### config.mk
export PLATFORM = sky130hd
export DESIGN_NAME = rf_write_arbiter_flat
export DESIGN_NICKNAME = d
export VERILOG_FILES = /design/src/rtl/rf_write_arbiter_pkg.sv /design/src/rtl/rf_write_arbiter_if.sv /design/src/rtl/rf_write_arbiter_fifo.sv /design/src/rtl/rf_write_arbiter.sv /design/src/flat_wrapper.sv
export SDC_FILE = /design/constraint.sdc
export NUM_CORES = 1
export LEC_CHECK = 0
export BUFFER_PORTS_ARGS = -buffer_cell sky130_fd_sc_hd__buf_2
export CELL_PAD_IN_SITES_DETAIL_PLACEMENT = 1
export CELL_PAD_IN_SITES_GLOBAL_PLACEMENT = 1
export CORE_MARGIN = 2
export CORE_UTILIZATION = 45
export CTS_CLUSTER_SIZE = 30
export DETAILED_ROUTE_END_ITERATION = 16
export GPL_TIMING_DRIVEN = 0
export PLACE_DENSITY = 0.87
export SLEW_MARGIN = 40
export SYNTH_ARGS = -nofsm -noshare
export SYNTH_HDL_FRONTEND = slang
export SYNTH_SLANG_ARGS = --single-unit
### constraint.sdc
create_clock -name clk -period 6.2 [get_ports clk]
set_input_delay 0 -clock clk [delete_from_list [all_inputs] [get_ports clk]]
set_output_delay 0 -clock clk [all_outputs]
set_load 0.005 [all_outputs]
### src/rtl/rf_write_arbiter_pkg.sv
// Shared types and widths for the register-file writeback arbiter.
package arm_rf_pkg;
  localparam int REG_W   = 64;
  localparam int RADDR_W = 5;
  localparam int NREGS   = 32;
  localparam logic [RADDR_W-1:0] ZERO_REG = 5'd31;

  typedef struct packed {
    logic [RADDR_W-1:0] rd;
    logic [REG_W-1:0]   data;
  } rf_wr_t;
endpackage

### src/rtl/rf_write_arbiter_if.sv
// Writeback requester bundle plus the regfile write port and hazard outputs.
interface rf_write_arbiter_if #(parameter int NREQ = 2);
  import arm_rf_pkg::*;

  logic [NREQ-1:0]              req_valid;
  logic [NREQ-1:0]              req_ready;
  logic [NREQ-1:0][RADDR_W-1:0] req_reg;
  logic [NREQ-1:0][REG_W-1:0]   req_data;
  logic                         RegWrite;
  logic [RADDR_W-1:0]           WriteRegister;
  logic [REG_W-1:0]             WriteData;
  logic [NREGS-1:0]             pending;
  logic                         idle;

  modport master (
    output req_valid, req_reg, req_data,
    input  req_ready, RegWrite, WriteRegister, WriteData, pending, idle
  );
  modport slave (
    input  req_valid, req_reg, req_data,
    output req_ready, RegWrite, WriteRegister, WriteData, pending, idle
  );
endinterface

### src/rtl/rf_write_arbiter_fifo.sv
// Per-requester writeback FIFO; exposes every slot's valid/rd for the hazard scoreboard.
module rf_wb_fifo
  import arm_rf_pkg::*;
#(
  parameter int DEPTH = 2
) (
  input  logic                            clk,
  input  logic                            reset,
  input  logic                            push_i,
  input  logic                            pop_i,
  input  rf_wr_t                          din_i,
  output logic                            full_o,
  output logic                            empty_o,
  output rf_wr_t                          head_o,
  output logic [DEPTH-1:0]                ent_vld_o,
  output logic [DEPTH-1:0][RADDR_W-1:0]   ent_rd_o
);
  localparam int AW = $clog2(DEPTH);

  logic [AW:0]            wr_q, rd_q;
  rf_wr_t [DEPTH-1:0]     mem_q;

  assign empty_o = (wr_q == rd_q);
  assign full_o  = (wr_q[AW] != rd_q[AW]) && (wr_q[AW-1:0] == rd_q[AW-1:0]);
  assign head_o  = mem_q[rd_q[AW-1:0]];

  always_ff @(posedge clk) begin
    if (reset) begin
      wr_q <= '0;
      rd_q <= '0;
    end else begin
      if (push_i) wr_q <= wr_q + 1'b1;
      if (pop_i)  rd_q <= rd_q + 1'b1;
    end
  end

  always_ff @(posedge clk) begin
    if (push_i) mem_q[wr_q[AW-1:0]] <= din_i;
  end

  // A slot is live when its distance from the read pointer is below the occupancy.
  for (genvar k = 0; k < DEPTH; k++) begin : g_ent
    assign ent_vld_o[k] = {1'b0, AW'(k) - rd_q[AW-1:0]} < (wr_q - rd_q);
    assign ent_rd_o[k]  = mem_q[k].rd;
  end
endmodule

### src/rtl/rf_write_arbiter.sv
// Round-robin drain of NREQ writeback FIFOs into one registered regfile write port,
// with a pending-write bitmap for RAW stall detection in decode.
module rf_write_arbiter
  import arm_rf_pkg::*;
#(
  parameter int NREQ  = 2,
  parameter int DEPTH = 2
) (
  input  logic               clk,
  input  logic               reset,
  rf_write_arbiter_if.slave  bus
);
  localparam int RRW = (NREQ > 1) ? $clog2(NREQ) : 1;

  logic [NREQ-1:0]                          push, pop, full, empty;
  rf_wr_t [NREQ-1:0]                        din, head;
  logic [NREQ-1:0][DEPTH-1:0]               ent_vld;
  logic [NREQ-1:0][DEPTH-1:0][RADDR_W-1:0]  ent_rd;

  logic [RRW-1:0] rr_q, rr_d, gnt_idx;
  logic [RRW:0]   cand;
  logic           gnt_vld;
  logic           wen_q;
  rf_wr_t         wr_q;
  logic [NREGS-1:0] pend;

  for (genvar g = 0; g < NREQ; g++) begin : g_req
    // X31 writes are acknowledged but dropped at the door.
    assign push[g] = bus.req_valid[g] && !full[g] && (bus.req_reg[g] != ZERO_REG);
    assign pop[g]  = gnt_vld && (gnt_idx == RRW'(g));
    assign din[g]  = {bus.req_reg[g], bus.req_data[g]};
    assign bus.req_ready[g] = !full[g];

    rf_wb_fifo #(.DEPTH(DEPTH)) u_fifo (
      .clk       (clk),
      .reset     (reset),
      .push_i    (push[g]),
      .pop_i     (pop[g]),
      .din_i     (din[g]),
      .full_o    (full[g]),
      .empty_o   (empty[g]),
      .head_o    (head[g]),
      .ent_vld_o (ent_vld[g]),
      .ent_rd_o  (ent_rd[g])
    );
  end

  // Scan offsets high to low so the closest non-empty FIFO at/after rr_q is the last assignment.
  always_comb begin
    gnt_vld = 1'b0;
    gnt_idx = '0;
    cand    = '0;
    for (int i = NREQ - 1; i >= 0; i--) begin
      cand = {1'b0, rr_q} + (RRW+1)'(i);
      if (cand >= (RRW+1)'(NREQ)) cand = cand - (RRW+1)'(NREQ);
      if (!empty[cand[RRW-1:0]]) begin
        gnt_vld = 1'b1;
        gnt_idx = cand[RRW-1:0];
      end
    end
    rr_d = rr_q;
    if (gnt_vld) rr_d = (gnt_idx == RRW'(NREQ - 1)) ? '0 : gnt_idx + 1'b1;
  end

  always_ff @(posedge clk) begin
    if (reset) begin
      rr_q  <= '0;
      wen_q <= 1'b0;
      wr_q  <= '0;
    end else begin
      rr_q  <= rr_d;
      wen_q <= gnt_vld;
      if (gnt_vld) wr_q <= head[gnt_idx];
    end
  end

  always_comb begin
    pend = '0;
    for (int i = 0; i < NREQ; i++)
      for (int k = 0; k < DEPTH; k++)
        if (ent_vld[i][k]) pend[ent_rd[i][k]] = 1'b1;
    if (wen_q) pend[wr_q.rd] = 1'b1;
    pend[ZERO_REG] = 1'b0;
  end

  assign bus.RegWrite      = wen_q;
  assign bus.WriteRegister = wr_q.rd;
  assign bus.WriteData     = wr_q.data;
  assign bus.pending       = pend;
  assign bus.idle          = (&empty) && !wen_q;
endmodule

### src/flat_wrapper.sv
// flat-port wrapper written by rule: the top's interface ports become plain ports
module rf_write_arbiter_flat import arm_rf_pkg::*;
#(
  parameter int NREQ  = 2,
  parameter int DEPTH = 2
)
  (clk, reset, bus_req_valid, bus_req_reg, bus_req_data, bus_req_ready, bus_RegWrite, bus_WriteRegister, bus_WriteData, bus_pending, bus_idle);
  rf_write_arbiter_if #(.NREQ(NREQ)) bus_i ();
  input  logic clk;
  input  logic reset;
  input wire logic [$bits(bus_i.req_valid)-1:0] bus_req_valid;
  input wire logic [$bits(bus_i.req_reg)-1:0] bus_req_reg;
  input wire logic [$bits(bus_i.req_data)-1:0] bus_req_data;
  output wire logic [$bits(bus_i.req_ready)-1:0] bus_req_ready;
  output wire logic [$bits(bus_i.RegWrite)-1:0] bus_RegWrite;
  output wire logic [$bits(bus_i.WriteRegister)-1:0] bus_WriteRegister;
  output wire logic [$bits(bus_i.WriteData)-1:0] bus_WriteData;
  output wire logic [$bits(bus_i.pending)-1:0] bus_pending;
  output wire logic [$bits(bus_i.idle)-1:0] bus_idle;
  assign bus_i.req_valid = bus_req_valid;
  assign bus_i.req_reg = bus_req_reg;
  assign bus_i.req_data = bus_req_data;
  assign bus_req_ready = bus_i.req_ready;
  assign bus_RegWrite = bus_i.RegWrite;
  assign bus_WriteRegister = bus_i.WriteRegister;
  assign bus_WriteData = bus_i.WriteData;
  assign bus_pending = bus_i.pending;
  assign bus_idle = bus_i.idle;
  rf_write_arbiter #(.NREQ(NREQ), .DEPTH(DEPTH)) u_core (.clk(clk), .reset(reset), .bus(bus_i));
endmodule
* Word level (Yosys, flattened, before mapping) *
Index checks and enable logic that the tools add are counted.

storage, ports and cells
  register bits = 355
  output and inout bits = 105
  word-level logic and storage cells = 126

cells by class
  $add $sub $neg = 14
  $lt $le $gt $ge = 25
  equality and inequality tests = 8
  mux-type cells = 38
  bitwise operators = 5
  reduce and logical (&&, ||, !) cells = 20

operators with widths
  cell                                                               number
  two-way mux 69 bit                                                 8
  bitwise mux 138 bit                                                2
  two-way mux 31 bit                                                 5
  demux 69 bit (select 1 bit)                                        2
  OR 31 bit                                                          4
  less-than comparator 5 x 6 -> 1 bit, second input constant         5
  demux 1 bit (select 5 bit)                                         5
  greater-or-equal comparator 5 x 1 -> 1 bit, second input constant  5
  logical AND 1 bit                                                  16
  two-way mux 1 bit                                                  16
  less-than comparator 1 x 2 -> 1 bit, second input constant         7
  != test 5 bit, second input constant                               2
  adder 2 x 1 -> 2 bit, second input constant                        4
  less-than comparator 1 x 2 -> 1 bit                                4
  == test 2 bit                                                      2
  subtractor 1 bit, first input constant                             4
  subtractor 2 bit                                                   2
  logical NOT 1 bit                                                  3
  adder 1 x 1 -> 2 bit, second input constant                        1
  == test 1 bit                                                      2
  greater-or-equal comparator 1 bit, second input constant           2
  greater-or-equal comparator 1 x 2 -> 1 bit, second input constant  1
  greater-or-equal comparator 2 bit, second input constant           1
  != test 1 bit                                                      2
  other kinds (4)                                                    5

* Logic depth before layout (Yosys ltp) *
Gate-level depths: netlist of the first run.

  word-level depth = 13
  mapped depth = 9

* Cells and area by module *
Synthesis of the first run repeated with hierarchy kept, for this count alone.

second synthesis, totals
  cells, all modules = 1028
  area, all modules = 15805.2 µm²

by module, submodules not included
  module            instances  cells each  area an instance (µm²)
  rf_wb_fifo        2          253         5602.9
  rf_write_arbiter  1          522         4599.4

* Least setup slack after synthesis of the first run *
OpenSTA, ideal clock, no wires.

  path kind = register to register
  from = register u_core.g_req[0].u_fifo.wr_q[0]
  to = register u_core.g_req[0].u_fifo.wr_q[1]
  library setup time = 212 ps
  arrival = 3204 ps
  required time = 5988 ps
  slack = 2784 ps
  stages on the path, launching flop included = 6
  buffers on the path = 0
  period minus slack after synthesis = 3416 ps
  path through = dfxtp_1 inv_1 ha_1 a221oi_1 and2_1 o21ai_0

on the way
  word-level cells in the longest chain between the ends = 5
  elaborated cells on any way between the ends = 6
  those cells by class = add/sub (1); eq/ne (1); reduce/logical (4)

ends and longest elaborated chain
  element                          line                         text
  start: declaration               rf_write_arbiter_fifo.sv:20  logic [AW:0] wr_q, rd_q;
  start signal: assignment         rf_write_arbiter_fifo.sv:32  if (push_i) wr_q <= wr_q + 1'b1;
  == test 1 bit                    rf_write_arbiter_fifo.sv:24  assign full_o = (wr_q[AW] != rd_q[AW]) && (wr_q[AW-1:0] == rd_q[AW-1:0]);
  logical AND 1 bit                rf_write_arbiter_fifo.sv:24
  logical NOT 1 bit                rf_write_arbiter.sv:29       assign push[g] = bus.req_valid[g] && !full[g] && (bus.req_reg[g] != ZERO_REG);
  logical AND 1 bit (2 in series)  rf_write_arbiter.sv:29

Parallel ways exist; a longest one is shown, timed or not.
A chain may end at the register's enable or synchronous reset.

* Worst setup path after layout of the first run *
  from = register u_core.g_req[1].u_fifo.rd_q[0]
  to = output bus_pending[11]

on the way
  word-level cells in the longest chain between the ends = 7
  elaborated cells on any way between the ends = 10
  those cells by class = add/sub (3); order compare (2); mux (3); bitwise (2)

ends and longest elaborated chain
  element                                                      line                         text
  start: declaration                                           rf_write_arbiter_fifo.sv:20
  start signal: assignment                                     rf_write_arbiter_fifo.sv:33  if (pop_i) rd_q <= rd_q + 1'b1;
  subtractor 2 bit / subtractor 1 bit (equally long branches)  rf_write_arbiter_fifo.sv:43  assign ent_vld_o[k] = {1'b0, AW'(k) - rd_q[AW-1:0]} < (wr_q - rd_q);
  less-than comparator 1 x 2 -> 1 bit                          rf_write_arbiter_fifo.sv:43
  two-way mux 31 bit                                           rf_write_arbiter.sv:81       if (ent_vld[i][k]) pend[ent_rd[i][k]] = 1'b1;
  OR 31 bit (no source line)                                   n/a
  two-way mux 31 bit (*)                                       rf_write_arbiter.sv:81
  OR 31 bit (no source line)                                   n/a
  two-way mux 31 bit (*)                                       rf_write_arbiter.sv:82       if (wen_q) pend[wr_q.rd] = 1'b1;
  end: declaration                                             flat_wrapper.sv:18           output wire logic [$bits(bus_i.pending)-1:0] bus_pending;

Every way passes the cells marked *; elsewhere a longest branch is shown, timed or not.

==> impl_metrics.ini, run 1 <==
[status]
status = finished clean

[sta]
layout_setup_ws_ns = 3.110
period_needed_ns = 3.090
finalCritPeriodShare_pct = 49.85
setup_viol = 0
skew_ns = 0.02160
timing.setup.tns_ns = 0
tightestPinTransition_ns = 0.8565
rsz0062_at_grt = false
timing.fmax_mhz = 323.6
drv_slew = 0
maxSlewHeadroom_pct = 42.90
finalHoldViolCount = 0

[logic_synthesis]
synth_edf_count = 276
syn_inst = 965
synth_compound_gate_area_share_pct = 11.10
synth_fp_nets = 1113
synth_xor_area_share_pct = 0.2950
synth_area_leaders = edfxtp_1 57%, dfxtp_1 11%, mux2i_1 9.6%, o221ai_1 3.0%, o21bai_1 2.5%
async_reset_ff_share_pct = 0
synth_top_family_by_area = compound AO/OA/AOI/OAI gates
synth_top_area_cell = edfxtp_1
synthAdderAreaFrac_pct = 0.5206
synth_flop_cell = edfxtp_1
yosys_register_bits = 355
ys_types = 44
synth.area.mux_share_pct = 9.657
synth-simple-area-share_pct = 7.401
syn-cell-area_sq_mm = 0.01442
synth_top_area_share_pct = 57.48
yosysSeqAreaShare_pct = 68.44
ys_warn_count = 0
syn_area_per_cell_sq_um = 14.94

[run]
cap_violations = 0

[die]
initial_core_util_pct = 45.70
die_height_microns = 183.0
die-area_sq_mm = 0.03349
io_pins = 247
floorplan.rows = 65
die_x_microns = 183.0
core_area_sq_mm = 0.03156

[route]
drt-initial-drc-count = 873
vias = 10962
ant_nets = 0
detail_route.wl_per_cell_microns = 27.70
drc_errors = 0
wirelength_mm = 50.75
drt_pass1_iterations = 5
viasPerCell = 5.984

[worst_setup_path]
worstSetupEndpoint = bus_pending[11]
timing.rr.end = u_core.g_req[0].u_fifo.mem_q[90]
r2r_cells = 6
cp-start-kind = flop
critPathLaunch = u_core.g_req[1].u_fifo.rd_q[0]
crit_type = flop to output pin
cp_data_required_time_ns = 6.20
r2r_start = u_core.g_req[0].u_fifo.wr_q[0]
critical_path.max_fanout = 10
cp-end-kind = output pin
worstPathArrival_ns = 3.09
rrSetupSlack_ns = 3.13

[global_routing]
grt_pass1_wl_mm = 75.25
antenna_found_initial = 6
grt_pass1_vias = 12079
track_usage_pct = 30.10
grt_max_degree = 34
overflow = 0

[cts]
cts_sinks = 355
cts_tree = yes
insertion_delay_ns = 0.53
htreeDepth = 2
clk_pin_slew_ns = 0.07
cts_made_buffers = 36
cts_root_buf = clkbuf_16
cts_max_path_buffers = 3

[finish]
nNetsFinal = 1547
layout-drive-gt1-share_pct = 26.63
fillCellCount = 3039
syn_to_final_growth_pct = 31.55

[power]
powerDensity_mw_per_mm2 = 444.6
p_leak_nw = 6.944
ir_drop_mv = 0.3278

[worst_hold_path]
holdCritPathClass = primary input to flop

[place]
gp_congestion = 0.8797
place_ws_ns = 3.249
dp_hpwl_mm = 29.42
port_buffers = 245
-- report_power, final --
part / internal [mW] / switching, mW / leakage [nW] / total (mW)
registers: 3.12 / 0.266 / 3.23 / 3.39
logic: 0.995 / 1.76 / 3.12 / 2.76
clock network: 1.32 / 0.969 / 0.590 / 2.28
total: 5.43 / 3.00 / 6.94 / 8.43
-- per-layer routing --
metal | track usage (%) | routed length (microns) | up-vias
met4 | 11.14 | 1705 | 6
li1 | - | - | 4712
met1 | 35.28 | 18990 | 5581
met5 | 0 | 41 | -
met3 | 5.163 | 3244 | 122
met2 | 55.26 | 26770 | 541
-- what timing repair did --
item                      in CTS  in global routing
hold buffers                 140                  0
setup buffers                  0                  0
hold endpoints to repair     279                  0
gates resized for setup        0                  0
-- through the flow --
stage / area [sq um] / cells / utilization [%] / hold slack [ns] / power [mW]
floorplan: 14420 / 965 / - / 0.09887 / 4.870
global placement: 16150 / 1612 / 51.18 / 0.1871 / 5.789
detailed placement: 16330 / 1620 / 51.76 / 0.1916 / 5.954
CTS: 18930 / 1826 / 60.00 / 0.07157 / 8.295
global route: 18970 / 1832 / 60.11 / 0.08010 / 8.736
finish: 18970 / 1832 / 60.11 / 0.05249 / 8.434
-- worst max-delay path, cell delays in order, from the launching register on --
cell and delay [ns]:
dfxtp_1 0.37, buf_2 0.33, clkbuf_2 0.44, inv_1 0.11, ha_1 0.21, o211ai_1 0.66, o221ai_1 0.26, buf_2 0.19
-- worst min path at each step --
stage / start / end / slack [ns] / cells past startpoint
global placement: bus_req_data[94] / u_core.g_req[1].u_fifo.mem_q[30] / 0.19 / 1
detailed placement: bus_req_data[93] / u_core.g_req[1].u_fifo.mem_q[98] / 0.19 / 1
floorplan: bus_req_reg[0] / u_core.g_req[0].u_fifo.ent_rd_o[0] / 0.1 / 0
global route: bus_req_valid[0] / u_core.g_req[0].u_fifo.wr_q[0] / 0.08 / 5
CTS: bus_req_valid[0] / u_core.g_req[0].u_fifo.wr_q[0] / 0.07 / 5
finish: bus_req_valid[0] / u_core.g_req[0].u_fifo.wr_q[0] / 0.05 / 5
-- layout make-up --
type                            count  area (sq um)  area share (%)
Inverter                           10         37.54          0.1979
Timing Repair Buffer              396          2818           14.85
Tap cell                          402         503.0           2.652
Clock buffer                       55          1064           5.607
Clock inverter                     11         135.1          0.7124
Buffer                             72         344.1           1.814
Sequential cell                   355          9869           52.03
Antenna cell                        3         7.507         0.03958
Multi-Input combinational cell    528          4192           22.10
-- synthesized netlist by cell type (10+ instances only) --
cell        n
edfxtp_1  276
mux2i_1   138
dfxtp_1    79
nor2_1     70
o221ai_1   49
clkbuf_1   48
o21bai_1   48
a221oi_1   40
nand3b_1   40
o22ai_1    27
or3b_2     19
nor4_1     12
or3_1      10
-- cells by family after synthesis --
kind of cell	count (synthesis)
DFF	355
AOI/OAI and AO/OA	191
and+or+nand+nor	187
muxes	139
buffers and inverters	82
adders and majority gates	6
xor gates and xnor gates	4
other	1
-- registers in the layout, indices dropped and copies added, names as in the netlist --
register                      flops
u_core.rr_q                       1
u_core.bus.RegWrite               1
u_core.g_req.u_fifo.ent_rd_o     20
u_core.g_req.u_fifo.mem_q       256
u_core.bus.WriteData             64
u_core.bus.WriteRegister          5
u_core.g_req.u_fifo.rd_q          4
u_core.g_req.u_fifo.wr_q          4
-- placed cells by master (no fill, tap or decap), drive strengths merged --
cell type	Yosys	routed
nor2	72	72
nand3	9	9
nor2b	1	1
nand3b	40	40
nor3	5	5
buf	24	279
nand2	8	8
or3	11	11
o211ai	2	2
edfxtp	276	276
and2	5	5
bufinv	0	3
o21ai	6	6
a21boi	1	1
clkbuf	48	104
dfxtp	79	79
xor2	2	2
o22ai	27	27
a21oi	5	5
a221oi	49	49
inv	10	12
diode	0	3
o221a	1	1
mux2	1	1
nor4	12	12
clkinv	0	6
o21bai	48	48
dlygate4sd3	0	140
or3b	19	19
and4	2	2
nand2b	2	2
xnor2	2	2
nand4	1	1
mux2i	138	138
conb	1	1
o221ai	52	52
ha	6	6
(Power assumes the default switching activity.)
==> run 2: changes to the inputs <==
- CORE_UTILIZATION: 45 -> 42
- PLACE_DENSITY: 0.87 -> 0.85
- clock period: 6.2 -> 2.7 ns (I/O delays scaled with it)
==> impl_metrics.ini, run 2 (same netlist as run 1, synthesis figures left out) <==
[die]
initial_core_util_pct = 42.79
floorplan.rows = 67
die-area_sq_mm = 0.03583
io_pins = 247
core_area_sq_mm = 0.03370
die_x_microns = 189.3
die_height_microns = 189.3

[run]
cap_violations = 0

[finish]
final_common_cell = edfxtp_1
multiInputGateArea_sq_mm = 0.004280
fillCellCount = 3345
nNetsFinal = 1546
syn_to_final_growth_pct = 32.21
largest_reg_flops = 256
final_cell_mix = 276 x edfxtp_1, 253 x buf_2, 141 x dlygate4sd3_1, 138 x mux2i_1, 77 x dfxtp_1
seqCellArea_sq_mm = 0.009872
post-route-util_pct = 56.57
fin_cells = 1878
layout-drive-gt1-share_pct = 27.79

[route]
wirelength_mm = 48.99
drc_errors = 0
detail_route.wl_per_cell_microns = 26.09
drt-initial-drc-count = 839
drt_pass1_iterations = 5
ant_nets = 0
viasPerCell = 5.688
vias = 10683

[place]
place_inst = 1666
dp_hpwl_mm = 29.73
gp_congestion = 0.8988
port_buffers = 245

[worst_setup_path]
critical_path.max_fanout = 8
cp-start-kind = flop
crit_type = flop to output pin
cp-end-kind = output pin
r2r_cells = 6
cp_data_required_time_ns = 2.70
r2r_start = u_core.g_req[0].u_fifo.wr_q[0]
worstPathArrival_ns = 2.61
timing.rr.end = u_core.g_req[0].u_fifo.mem_q[128]
rrSetupSlack_ns = 0.12

[global_routing]
antenna_found_initial = 5
grt_max_degree = 38
grt_pass1_vias = 11748
track_usage_pct = 27.01
grt_pass1_wl_mm = 73.26
overflow = 0

[power]
p_switching_mw = 6.763
ir_drop_mv = 0.5849
powerDensity_mw_per_mm2 = 998.7
clkPwrFrac_pct = 25.7
p_int_mw = 12.28
power_mw = 19.04
p_sw_share_pct = 35.52
power_frac_comb_pct = 33.5
p_leak_nw = 6.948
seq_power_share_pct = 40.8

[worst_hold_path]
worst_hold_path.num_cells = 2
worstHoldEndpoint = u_core.g_req[1].u_fifo.mem_q[26]
hold_start = bus_req_data[90]
holdCritPathClass = primary input to flop

[cts]
htreeDepth = 2
cts_root_buf = clkbuf_16
insertion_delay_ns = 0.52
cts_tree = yes
cts_max_path_buffers = 3
cts_made_buffers = 37
cts_sinks = 355
clk_pin_slew_ns = 0.07

[sta]
drv_slew = 0
finalCritPeriodShare_pct = 96.60
timing.fmax_mhz = 383.4
finalHoldViolCount = 0
tightestPinTransition_ns = 0.8482
rsz0062_at_grt = true
setup_viol = 0
period_needed_ns = 2.608
maxSlewHeadroom_pct = 43.45
skew_ns = 0.02316

[status]
status = finished clean
-- run 2: cell types whose count changed in the layout (fill, tap and decap cells not counted), moves of 3 or more --
cell / before / now
buf_1: 7 / 4
buf_4: 5 / 12
bufinv_16: 3 / 0
clkbuf_1: 51 / 47
or3_1: 10 / 7
or3_4: 1 / 4
or3b_2: 19 / 14
or3b_4: 0 / 5
-- run 2: area by class of cell --
type / instances / share of cell area (%)
tap: 448 / 2.940
buffer: 62 / 1.621
timing repair buffer: 403 / 14.98
multi-input combinational: 529 / 22.45
inverter: 10 / 0.1969
clock buffer: 58 / 5.697
antenna: 5 / 0.06563
sequential: 355 / 51.78
clock inverter: 8 / 0.2625
-- run 2: stage by stage --
stage | TNS (ns) | hold slack, ns | area (sq um) | worst slack (ns)
detailed placement | -11.63 | 0.1918 | 16370 | -0.1582
finish | 0 | 0.2075 | 19060 | 0.09169
floorplan | 0 | 0.09887 | 14430 | 0.04091
CTS | -0.09745 | 0.1854 | 18940 | -0.05004
global placement | -171.90 | 0.1875 | 16210 | -0.7871
global route | -0.09201 | 0.2043 | 19060 | -0.06686
-- run 2: worst max-delay path, stage by stage (launching register included) --
cell      delay, ns
dfxtp_2        0.40
xor2_4         0.25
inv_2          0.12
ha_1           0.27
or3b_4         0.47
nor4_1         0.22
nor3_1         0.12
o221ai_1       0.10
buf_2          0.15
-- run 2: worst max-delay path by stage --
stage                                              start                                  to  slack (ns)  depth (start not counted)
after CTS                 u_core.g_req[1].u_fifo.wr_q[1]                      bus_pending[2]       -0.05                          8
after global routing      u_core.g_req[1].u_fifo.wr_q[0]                      bus_pending[0]       -0.07                          9
after detailed placement  u_core.g_req[0].u_fifo.wr_q[0]   u_core.g_req[0].u_fifo.mem_q[129]       -0.16                          6
after global placement    u_core.g_req[0].u_fifo.wr_q[0]      u_core.g_req[0].u_fifo.wr_q[1]       -0.79                          5
final                     u_core.g_req[0].u_fifo.wr_q[1]                      bus_pending[1]        0.09                          8
after floorplan           u_core.g_req[0].u_fifo.wr_q[0]  u_core.g_req[0].u_fifo.ent_rd_o[5]        0.04                          4
-- run 2: power by group through the flow --
stage | Clock (mW) | Sequential (mW) | Combinational [mW]
after detailed placement | 0 | 7.79 | 5.89
after global placement | 0 | 7.76 | 5.51
final | 4.89 | 7.77 | 6.39
after global routing | 5.14 | 7.85 | 6.82
after floorplan | 0 | 7.68 | 3.47
after CTS | 4.87 | 7.70 | 6.12
-- run 2: repair_timing --
item	in CTS	in global routing
cloned	1	0
endpoints found under the setup margin	100	101
hold buffers	141	0
resized for setup	5	17
hold endpoints to repair	281	0
pin swaps	3	4
setup buffers	1	8
-- run 2: layer usage --
layer / GRT usage (%) / up-vias / share of wire (%)
met2: 48.79 / 444 / 52
met1: 32.25 / 5438 / 39
met5: 0 / - / 0.027
li1: - / 4700 / -
met3: 4.801 / 99 / 5.7
met4: 9.720 / 2 / 3.1
==> run 3: changes to the inputs <==
- ABC_AREA: unset -> 1
- CORE_UTILIZATION: 42 -> 45
- PLACE_DENSITY: 0.85 -> 0.91
- SKIP_LAST_GASP: unset -> 1
- clock period: 2.7 -> 3.3 ns (I/O delays scaled with it)
==> impl_metrics.ini, run 3 <==
[finish]
final_common_cell = nand2_1
multiInputGateArea_sq_mm = 0.004637
final_cell_mix = 548 x nand2_1, 276 x edfxtp_1, 272 x buf_2, 189 x nor2_1, 141 x dlygate4sd3_1
finalInstanceArea_sq_mm = 0.01971
post-route-util_pct = 60.44
seqCellArea_sq_mm = 0.009869
syn_to_final_growth_pct = 32.03
nNetsFinal = 2074
fillCellCount = 3633
largest_reg_flops = 256
fin_cells = 2400
layout-drive-gt1-share_pct = 18.74

[worst_hold_path]
holdCritPathClass = primary input to flop
worst_hold_path.num_cells = 2

[logic_synthesis]
ys_warn_count = 0
synth_flop_cell = edfxtp_1
synth_top_area_cell = edfxtp_1
synth_xor_area_share_pct = 0.1760
synth_top_family_by_area = simple AND/OR/NAND/NOR gates
synth_fp_nets = 1634
yosysSeqAreaShare_pct = 66.10
synth-simple-area-share_pct = 23.43
syn-cell-area_sq_mm = 0.01493
synth_most_common_cell = nand2_1
synth_top_area_share_pct = 55.51
synth_compound_gate_area_share_pct = 3.268
yosys_register_bits = 355
synth_edf_count = 276
synth.area.mux_share_pct = 3.084
syn_area_per_cell_sq_um = 10.05
async_reset_ff_share_pct = 0
netlist_top_cells_count = 548 x nand2_1, 276 x edfxtp_1, 193 x nor2_1, 84 x nand3_1, 79 x dfxtp_1
synthAdderAreaFrac_pct = 0.5028
syn_inst = 1486
ys_types = 30
synth_area_leaders = edfxtp_1 56%, nand2_1 14%, dfxtp_1 11%, nor2_1 4.9%, mux2i_1 3.1%

[global_routing]
grt_pass1_wl_mm = 84.73
track_usage_pct = 33.06
grt_pass1_vias = 14312
antenna_found_initial = 6
grt_max_degree = 22
overflow = 0

[route]
drc_errors = 0
dr_wl_met3_mm = 4.096
viasPerCell = 5.558
drt_pass1_iterations = 5
drt-initial-drc-count = 970
wirelength_met1_mm = 21.84
top_layer = met5
wirelength_mm = 57.82
detail_route.wl_per_cell_microns = 24.09
vias = 13339
ant_nets = 0
met2_length_mm = 29.53

[sta]
period_needed_ns = 3.180
drv_slew = 0
timing.setup.tns_ns = 0
tightestPinTransition_ns = 0.9285
timing.fmax_mhz = 314.4
finalCritPeriodShare_pct = 96.37
layout_setup_ws_ns = 0.1198
maxSlewHeadroom_pct = 37.76
skew_ns = 0.01909
setup_viol = 0
finalHoldViolCount = 0

[die]
die_height_microns = 186.2
io_pins = 247
floorplan.rows = 66
die_x_microns = 186.2
die-area_sq_mm = 0.03466
core_area_sq_mm = 0.03262
initial_core_util_pct = 45.78

[cts]
post_cts_resized = 0
cts_root_buf = clkbuf_16
cts_sinks = 355
insertion_delay_ns = 0.53
cts_max_path_buffers = 3
clk_pin_slew_ns = 0.06
htreeDepth = 2
cts_made_buffers = 39
post-cts-setup-buffer-count = 0
cts_tree = yes

[worst_setup_path]
cp_data_required_time_ns = 3.30
r2r_cells = 7
cp-start-kind = flop
worstPathArrival_ns = 3.18
cp-end-kind = output pin
crit_type = flop to output pin
critical_path.max_fanout = 10

[place]
place_ws_ns = 0.5123
place_inst = 2187
placed_cell_area_sq_mm = 0.01709
dp_hpwl_mm = 35.57
port_buffers = 245
gp_congestion = 0.8927

[run]
cap_violations = 0

[power]
ir_drop_mv = 0.7480
powerDensity_mw_per_mm2 = 855.8
p_leak_nw = 8.491

[status]
status = finished clean
==> run 3: cell count changes in the layout (fill, tap and decap cells not counted), moves of 19 or more <==
| cell | before | now |
|---|---|---|
| buf_2 | 253 | 272 |
| a21oi_1 | 4 | 34 |
| mux2i_1 | 138 | 46 |
| o221ai_1 | 49 | 0 |
| o21bai_1 | 48 | 0 |
| nor2_1 | 70 | 189 |
| inv_1 | 8 | 56 |
| nand3b_1 | 40 | 2 |
| a221oi_1 | 39 | 0 |
| nand3_1 | 9 | 84 |
| o22ai_1 | 26 | 0 |
| nand2_1 | 6 | 548 |
==> run 3: path summary, 6_finish.rpt <==
| check | slack [ns] | to | start |
|---|---|---|---|
| worst max-delay path | 0.12 | bus_pending[30] | u_core.g_req[0].u_fifo.rd_q[0] |
| worst min-delay path | 0.21 | u_core.g_req[0].u_fifo.mem_q[44] | bus_req_data[44] |
| worst max register to register | 0.47 | u_core.g_req[0].u_fifo.mem_q[29] | u_core.g_req[0].u_fifo.wr_q[0] |
| worst min register to register | 0.45 | u_core.bus.WriteData[31] | u_core.bus.WriteData[31] |
==> run 3: final cells by class <==
cell class / instances / area share, %
Clock inverter: 11 / 0.3745
Antenna cell: 5 / 0.06347
Timing Repair Buffer: 400 / 14.89
Multi-Input combinational cell: 1011 / 23.52
Tap cell: 442 / 2.805
Inverter: 59 / 1.123
Sequential cell: 355 / 50.06
Clock buffer: 57 / 5.712
Buffer: 60 / 1.447
==> run 3: kinds of logic after synthesis <==
logic type,after synthesis
and+or+nand+nor,876
other,1
adders and majority gates,6
buffers and inverters,120
AOI/OAI and AO/OA,79
muxes,46
DFF,355
xor gates and xnor gates,3
==> run 3: repair_timing <==
| item | in CTS | in global routing |
|---|---|---|
| endpoints found under the setup margin | 3 | 0 |
| hold endpoints to repair | 288 | 0 |
| hold buffers | 141 | 0 |
==> run 3: where the power goes <==
group	internal [mW]	switching (mW)	leakage, nW
clock	2.44	1.81	0.590
sequential	5.74	0.504	3.23
combinational	1.93	4.45	4.67
total	10.1	6.76	8.49
==> run 3: critical path: stages (launching register included) <==
cell       delay (ns)
dfxtp_1          0.31
buf_2            0.18
inv_1            0.08
clkbuf_1         0.49
ha_1             0.26
nor2_1           0.10
nor3_2           0.72
nand2_1          0.13
o2111ai_1        0.20
buf_2            0.18
==> run 3: routing by layer <==
layer,vias to the layer above,track usage (%)
li1,5884,-
met1,6585,39.01
met2,694,58.86
met3,174,6.386
met4,2,14.30
met5,-,0
==> run 3: stage by stage <==
| stage | hold WS [ns] | power (mW) |
|---|---|---|
| 5_1_grt | 0.2023 | 17.64 |
| 4_1_cts | 0.1755 | 16.46 |
| 6_report | 0.2068 | 16.87 |
| 2_1_floorplan | 0.09887 | 9.651 |
| 3_3_place_gp | 0.1874 | 11.55 |
| 3_5_place_dp | 0.1918 | 12.10 |
